### src/rtl/imem_loader.sv
// Instruction memory loader: parses framed byte stream (SYNC, N, N x {HI,LO}, XOR checksum),
// writes 12-bit instructions at sequential addresses and holds the CPU until a good program lands.
module imem_loader #(
    parameter int unsigned ADDR_W  = 8,
    parameter int unsigned INSTR_W = 12,
    parameter logic [7:0]  SYNC    = 8'hA5
) (
    input  logic               clk,
    input  logic               rst,
    input  logic               in_valid,
    input  logic [7:0]         in_data,
    output logic               in_ready,
    output logic               wr_en,
    output logic [ADDR_W-1:0]  wr_addr,
    output logic [INSTR_W-1:0] wr_data,
    output logic               cpu_hold,
    output logic               done,
    output logic               err
);

    localparam int unsigned REM_W = 9;

    typedef enum logic [2:0] {
        S_IDLE,
        S_COUNT,
        S_HI,
        S_LO,
        S_CSUM,
        S_DONE,
        S_ERR
    } state_t;

    state_t             state, state_nxt;
    logic [REM_W-1:0]   rem, rem_nxt;
    logic [ADDR_W-1:0]  addr_cnt, addr_nxt;
    logic [7:0]         csum, csum_nxt;
    logic [3:0]         hi_nib, hi_nxt;
    logic               wr_en_nxt;
    logic [ADDR_W-1:0]  wr_addr_nxt;
    logic [INSTR_W-1:0] wr_data_nxt;
    logic               cpu_hold_nxt;
    logic               done_nxt;
    logic               err_nxt;
    logic               accept_c;

    assign accept_c = in_valid && in_ready;

    // State, datapath and registered outputs
    always_ff @(posedge clk or posedge rst) begin
        if (rst) begin
            state    <= S_IDLE;
            rem      <= '0;
            addr_cnt <= '0;
            csum     <= '0;
            hi_nib   <= '0;
            in_ready <= 1'b0;
            wr_en    <= 1'b0;
            wr_addr  <= '0;
            wr_data  <= '0;
            cpu_hold <= 1'b1;
            done     <= 1'b0;
            err      <= 1'b0;
        end else begin
            state    <= state_nxt;
            rem      <= rem_nxt;
            addr_cnt <= addr_nxt;
            csum     <= csum_nxt;
            hi_nib   <= hi_nxt;
            in_ready <= 1'b1;
            wr_en    <= wr_en_nxt;
            wr_addr  <= wr_addr_nxt;
            wr_data  <= wr_data_nxt;
            cpu_hold <= cpu_hold_nxt;
            done     <= done_nxt;
            err      <= err_nxt;
        end
    end

    // Next-state and next-output logic; nothing moves without an accepted byte
    always_comb begin
        state_nxt   = state;
        rem_nxt     = rem;
        addr_nxt    = addr_cnt;
        csum_nxt    = csum;
        hi_nxt      = hi_nib;
        wr_en_nxt   = 1'b0;
        wr_addr_nxt = wr_addr;
        wr_data_nxt = wr_data;
        done_nxt    = 1'b0;

        if (accept_c) begin
            case (state)
                S_IDLE, S_DONE, S_ERR: begin
                    if (in_data == SYNC) begin
                        state_nxt = S_COUNT;
                    end
                end
                S_COUNT: begin
                    // N == 0 encodes a full 256-instruction program
                    rem_nxt   = (in_data == 8'h00) ? REM_W'(256) : REM_W'(in_data);
                    addr_nxt  = '0;
                    csum_nxt  = in_data;
                    state_nxt = S_HI;
                end
                S_HI: begin
                    if (in_data[7:4] != 4'h0) begin
                        state_nxt = S_ERR;
                    end else begin
                        hi_nxt    = in_data[3:0];
                        csum_nxt  = csum ^ in_data;
                        state_nxt = S_LO;
                    end
                end
                S_LO: begin
                    csum_nxt    = csum ^ in_data;
                    wr_en_nxt   = 1'b1;
                    wr_addr_nxt = addr_cnt;
                    wr_data_nxt = INSTR_W'({hi_nib, in_data});
                    addr_nxt    = addr_cnt + ADDR_W'(1);
                    rem_nxt     = rem - REM_W'(1);
                    state_nxt   = (rem != REM_W'(1)) ? S_HI : S_CSUM;
                end
                S_CSUM: begin
                    if (in_data == csum) begin
                        state_nxt = S_DONE;
                        done_nxt  = 1'b1;
                    end else begin
                        state_nxt = S_ERR;
                    end
                end
                default: state_nxt = S_IDLE;
            endcase
        end

        cpu_hold_nxt = (state_nxt != S_DONE);
        err_nxt      = (state_nxt == S_ERR);
    end

endmodule

### config.mk
export PLATFORM = sky130hd
export DESIGN_NAME = imem_loader
export DESIGN_NICKNAME = d
export VERILOG_FILES = /design/src/rtl/imem_loader.sv
export SDC_FILE = /design/constraint.sdc
export NUM_CORES = 1
export LEC_CHECK = 0
export ABC_AREA = 1
export BUFFER_PORTS_ARGS = -buffer_cell sky130_fd_sc_hd__clkbuf_2
export CAP_MARGIN = 20
export CORE_UTILIZATION = 45
export DETAILED_ROUTE_END_ITERATION = 12
export MAX_ROUTING_LAYER = met4
export SLEW_MARGIN = 20
export SYNTH_ARGS = -nofsm -noshare
export SYNTH_HDL_FRONTEND = slang
export SYNTH_SLANG_ARGS = --single-unit
### constraint.sdc
create_clock -name clk -period 3.92 [get_ports clk]
set_clock_uncertainty 0.05 [all_clocks]
set_input_delay 0.784 -clock clk [delete_from_list [all_inputs] [get_ports clk]]
set_output_delay 0.784 -clock clk [all_outputs]
set_load 0.005 [all_outputs]
==> impl_results.html <==
<table>
<tr><th>Metric</th><th>Value</th></tr>
<tr><th colspan="2">Setup path</th></tr>
<tr><td>Worst-path maximum fanout</td><td>36</td></tr>
<tr><td>Worst flop-to-flop path startpoint</td><td>state[1]</td></tr>
<tr><td>Number of cell instances on the worst register-to-register path</td><td>7</td></tr>
<tr><td>Capture instance of the worst register-to-register path</td><td>addr_cnt[6]</td></tr>
<tr><td>Kind of start point of the critical path</td><td>flip-flop</td></tr>
<tr><td>Slack of the worst reg-to-reg path</td><td>1.84 ns</td></tr>
<tr><td>Type of destination of the critical path</td><td>flip-flop</td></tr>
<tr><td>Crit path kind</td><td>flip-flop to flip-flop</td></tr>
<tr><td>Arr. time, crit path</td><td>between 2 and 2.5 ns</td></tr>
<tr><td>Critical Path RT</td><td>4.15 ns</td></tr>
<tr><th colspan="2">Global route</th></tr>
<tr><td>Maximum number of pins on one net before global-route repair</td><td>41</td></tr>
<tr><td>Total congestion overflow</td><td>0</td></tr>
<tr><td>Global Route Usage Sum</td><td>a little over a fifth</td></tr>
<tr><td>Via count of the first global-routing pass</td><td>about 2.2k</td></tr>
<tr><td>Number of antenna violations at the first check in global routing</td><td>0</td></tr>
<tr><td>Global-route wire length before repair</td><td>roughly 11,000 um</td></tr>
<tr><th colspan="2">Routing</th></tr>
<tr><td>Count of unresolved DRC violations after routing</td><td>0</td></tr>
<tr><td>Routed wire per std cell</td><td>13.5 um</td></tr>
<tr><td>Initial drt markers</td><td>between 150 and 200</td></tr>
<tr><td>Total via count in the routed design</td><td>between 2k and 2.5k</td></tr>
<tr><td>Detailed-route wire length on metal 1</td><td>3040 um</td></tr>
<tr><td>Final ANT Viol Nets</td><td>0</td></tr>
<tr><td>Met3 wirelength from detailed routing</td><td>233 um</td></tr>
<tr><td>Highest routing layer actually used</td><td>met4</td></tr>
<tr><td>Detailed-routed wire length on met2</td><td>just under 3000 um</td></tr>
<tr><td>Final WL</td><td>6410 um</td></tr>
<tr><td>Via/cell ratio</td><td>between 5 and 6</td></tr>
<tr><td>Iteration count of the initial detailed-routing pass</td><td>4</td></tr>
<tr><th colspan="2">Run status</th></tr>
<tr><td>Outcome</td><td>finished, final reports clean</td></tr>
<tr><th colspan="2">Finish</th></tr>
<tr><td>Util after Layout</td><td>55.4%</td></tr>
<tr><td>Highest-count cells in the layout ignoring fill and taps</td><td>sky130_fd_sc_hd__nand2_1 (99), sky130_fd_sc_hd__dfrtp_1 (56), sky130_fd_sc_hd__inv_1 (35), sky130_fd_sc_hd__clkbuf_2 (35), sky130_fd_sc_hd__nor2_1 (30)</td></tr>
<tr><td>Final nets</td><td>408</td></tr>
<tr><td>Non-Filler Instances</td><td>474</td></tr>
<tr><td>Fraction of final layout cells sized beyond drive strength 1</td><td>~17%</td></tr>
<tr><td>Number of filler instances in the final layout</td><td>571</td></tr>
<tr><td>ANT cells</td><td>0</td></tr>
<tr><td>Syn-to-layout area delta</td><td>16.1%</td></tr>
<tr><td>Most frequent standard cell in the layout excluding fill and tap cells</td><td>sky130_fd_sc_hd__nand2_1</td></tr>
<tr><th colspan="2">Pwr</th></tr>
<tr><td>Proportion of total power due to net switching</td><td>between 30% and 40%</td></tr>
<tr><td>Portion of total power attributed to the clock network</td><td>a little under a third</td></tr>
<tr><td>Net switching power</td><td>roughly 830 uW</td></tr>
<tr><td>Static power due to leakage</td><td>approximately 0.0017 uW</td></tr>
<tr><td>P_int</td><td>about 1500 uW</td></tr>
<tr><td>Power density over the cells</td><td>just over 700 nW/um^2</td></tr>
<tr><td>Seq pwr share</td><td>between 40% and 50%</td></tr>
<tr><td>Comb pwr share</td><td>around 30%</td></tr>
<tr><td>Largest voltage drop on the vdd net</td><td>0.000322 V</td></tr>
<tr><th colspan="2">Timing</th></tr>
<tr><td>Part of the cycle the worst path needs</td><td>a little over half</td></tr>
<tr><td>Final count of hold timing violations</td><td>0</td></tr>
<tr><td>Highest clock frequency the design can meet</td><td>around 480 MHz</td></tr>
<tr><td>Final count of pins violating max slew</td><td>0</td></tr>
<tr><td>Relative slew slack</td><td>between 40% and 50%</td></tr>
<tr><td>RSZ-0062 raised after global routing</td><td>no</td></tr>
<tr><td>Slew of the pin with the lowest slew margin</td><td>approximately 0.85 ns</td></tr>
<tr><td>Final setup TNS</td><td>0 ns</td></tr>
<tr><td>Time the final worst path needs with I/O delays and setup</td><td>around 2.1 ns</td></tr>
<tr><td>Hold slack final</td><td>0.420 ns</td></tr>
<tr><td>Total of endpoints with negative setup slack in the final report</td><td>0</td></tr>
<tr><td>Worst Slack Setup Final</td><td>1.84 ns</td></tr>
<tr><th colspan="2">Synthesis</th></tr>
<tr><td>Cell area after synthesis</td><td>~2900 um^2</td></tr>
<tr><td>Average size of a mapped cell</td><td>8.05 um^2</td></tr>
<tr><td>Number of synthesized register bits</td><td>57</td></tr>
<tr><td>Sequential element share of the synthesized area</td><td>between 40 and 50%</td></tr>
<tr><td>Post-synthesis cell count</td><td>~360</td></tr>
<tr><td>Nets in the synthesized netlist</td><td>about 370</td></tr>
<tr><td>YS warnings</td><td>0</td></tr>
<tr><td>Distinct cell type count of the synthesized netlist</td><td>32</td></tr>
<tr><th colspan="2">Floorplan</th></tr>
<tr><td>Boundary pin count</td><td>36</td></tr>
<tr><td>Floorplan row count</td><td>28</td></tr>
<tr><td>Initial standard-cell utilization of the core</td><td>a little under half</td></tr>
<tr><td>Core ar.</td><td>about 6000 um^2</td></tr>
<tr><td>Die span in x</td><td>around 80 um</td></tr>
<tr><td>Die height</td><td>81.9 um</td></tr>
<tr><td>Die ar.</td><td>between 6000 and 7000 um^2</td></tr>
<tr><th colspan="2">Place</th></tr>
<tr><td>Dpl cells</td><td>458</td></tr>
<tr><td>Post-Place Setup Slack</td><td>approximately 1.6 ns</td></tr>
<tr><td>DP HPWL</td><td>between 4000 and 5000 um</td></tr>
<tr><td>Placer Congestion</td><td>0.913</td></tr>
<tr><td>Total of buffers placed on input and output ports</td><td>35</td></tr>
<tr><th colspan="2">CTS</th></tr>
<tr><td>Number of buffers between clock root and the deepest sink</td><td>2</td></tr>
<tr><td>Total number of clock tree sinks</td><td>between 50 and 60</td></tr>
<tr><td>Post-CTS Hold Buffers</td><td>0</td></tr>
<tr><td>CTS tree</td><td>done</td></tr>
<tr><td>Post-CTS setup repair buffer count</td><td>0</td></tr>
<tr><td>Root Buffer Master</td><td>sky130_fd_sc_hd__clkbuf_8</td></tr>
<tr><td>Cts bufs inserted</td><td>9</td></tr>
<tr><td>CTS clock-pin slew for the worst setup and hold paths</td><td>~0.070 ns</td></tr>
<tr><td>Resized Gates After CTS</td><td>0</td></tr>
<tr><td>Clock latency reported for the late side of the worst-skew pair</td><td>about 0.34 ns</td></tr>
<tr><td>H-tree depth reported by CTS</td><td>3</td></tr>
<tr><th colspan="2">Worst hold path</th></tr>
<tr><td>Worst hold path type</td><td>flip-flop to flip-flop</td></tr>
<tr><td>Worst Min Path Start</td><td>wr_data[8]</td></tr>
<tr><td>Number of cells on the worst hold path</td><td>2</td></tr>
<tr><td>Worst hold path endpoint</td><td>wr_data[8]</td></tr>
<tr><th colspan="2">Run</th></tr>
<tr><td>Max-capacitance violation count</td><td>0</td></tr>
</table>
==> power by group through the flow <==
stage,combinational [uW],sequential [uW],clock (uW)
after floorplan,550,911,0
after global placement,696,957,0
after detailed placement,701,960,0
after CTS,704,950,736
after global routing,813,980,758
final,699,949,722
==> state kept, by name, summed over array words and instances (netlist names), 3 cells and up <==
signal	flops
addr_cnt	8
wr_addr	8
csum	8
state	3
rem	9
wr_data	12
hi_nib	4
==> worst max-delay path by stage <==
| stage | endpoint | from | slack [ns] |
|---|---|---|---|
| after global routing | addr_cnt[7] | state[1] | 1.65 |
| after floorplan | addr_cnt[0] | rst | 1.69 |
| after global placement | addr_cnt[6] | in_valid | 1.65 |
| final | addr_cnt[6] | state[1] | 1.84 |
| after detailed placement | addr_cnt[7] | in_valid | 1.60 |
| after CTS | addr_cnt[6] | state[1] | 1.78 |
==> cell families (layout without fill, tap and decap cells) <==
family	after synthesis	after routing	share of synthesized area [%]
and+or+nand+nor	159	159	24.2
AOI/OAI and AO/OA	79	79	15.0
buffers and inverters	54	96	8.49
adders and majority gates	3	3	1.31
other	1	1	0.130
DFF	57	57	49.7
xor gates and xnor gates	4	4	1.22
==> stage by stage <==
stage          power, uW  cell area, um^2
2_1_floorplan       1460             2870
3_3_place_gp        1650             3070
3_5_place_dp        1660             3070
4_1_cts             2390             3340
5_1_grt             2550             3340
6_report            2370             3340
==> metal layers <==
metal	vias up	GRT usage, %
li1	1238	-
met1	1140	28.3
met2	48	32.8
met3	12	3.67
met4	0	10.5
met5	-	-
==> cell usage after synthesis <==
| master | count | share of area (%) |
|---|---|---|
| sky130_fd_sc_hd__o211ai_1 | 7 | 1.8 |
| sky130_fd_sc_hd__buf_6 | 3 | 1.2 |
| sky130_fd_sc_hd__clkbuf_1 | 1 | 0.13 |
| sky130_fd_sc_hd__inv_2 | 6 | 0.78 |
| sky130_fd_sc_hd__nor2_8 | 1 | 0.70 |
| sky130_fd_sc_hd__nand2_2 | 2 | 0.44 |
| sky130_fd_sc_hd__xor2_1 | 1 | 0.30 |
| sky130_fd_sc_hd__ha_1 | 3 | 1.3 |
| sky130_fd_sc_hd__dfrtp_1 | 56 | 49 |
| sky130_fd_sc_hd__a31oi_1 | 1 | 0.22 |
| sky130_fd_sc_hd__a21oi_1 | 15 | 2.6 |
| sky130_fd_sc_hd__o21ai_1 | 24 | 4.2 |
| sky130_fd_sc_hd__nor2_1 | 30 | 3.9 |
| sky130_fd_sc_hd__inv_4 | 1 | 0.22 |
| sky130_fd_sc_hd__clkinv_1 | 1 | 0.13 |
| sky130_fd_sc_hd__xnor2_1 | 3 | 0.91 |
| sky130_fd_sc_hd__nor2_4 | 2 | 0.78 |
| sky130_fd_sc_hd__buf_4 | 4 | 1.0 |
| sky130_fd_sc_hd__dfstp_2 | 1 | 0.91 |
| sky130_fd_sc_hd__nand4_1 | 5 | 1.1 |
| sky130_fd_sc_hd__nand3_1 | 15 | 2.6 |
| sky130_fd_sc_hd__nand2_1 | 99 | 13 |
| sky130_fd_sc_hd__conb_1 | 1 | 0.13 |
| sky130_fd_sc_hd__o21ai_0 | 23 | 4.0 |
| sky130_fd_sc_hd__inv_1 | 36 | 4.7 |
| sky130_fd_sc_hd__a22o_1 | 2 | 0.61 |
| sky130_fd_sc_hd__nor3_1 | 2 | 0.35 |
| sky130_fd_sc_hd__buf_1 | 1 | 0.13 |
| sky130_fd_sc_hd__nand3b_4 | 1 | 0.70 |
| sky130_fd_sc_hd__nand3_2 | 2 | 0.70 |
| sky130_fd_sc_hd__buf_2 | 1 | 0.17 |
| sky130_fd_sc_hd__o22ai_1 | 7 | 1.5 |
==> critical path, cell delays in order, from the launching register on <==
cell                      delay (ns)
sky130_fd_sc_hd__dfrtp_1        0.53
sky130_fd_sc_hd__nand2_2        0.15
sky130_fd_sc_hd__nor2_8         0.18
sky130_fd_sc_hd__inv_4          0.08
sky130_fd_sc_hd__nor2_4         0.31
sky130_fd_sc_hd__inv_2          0.34
sky130_fd_sc_hd__nor2_1         0.21
sky130_fd_sc_hd__a22o_1         0.16
==> area by class of cell <==
| cell class | count | area [um^2] | share of cell area [%] |
|---|---|---|---|
| sequential | 57 | 1430 | 42.8 |
| inverter | 44 | 168 | 5.02 |
| timing repair buffer | 36 | 183 | 5.47 |
| clock inverter | 4 | 97.6 | 2.92 |
| tap | 75 | 93.8 | 2.81 |
| multi-input combinational | 246 | 1200 | 36.0 |
| clock buffer | 12 | 165 | 4.95 |
Note: power is estimated with default switching activity, not from simulation.
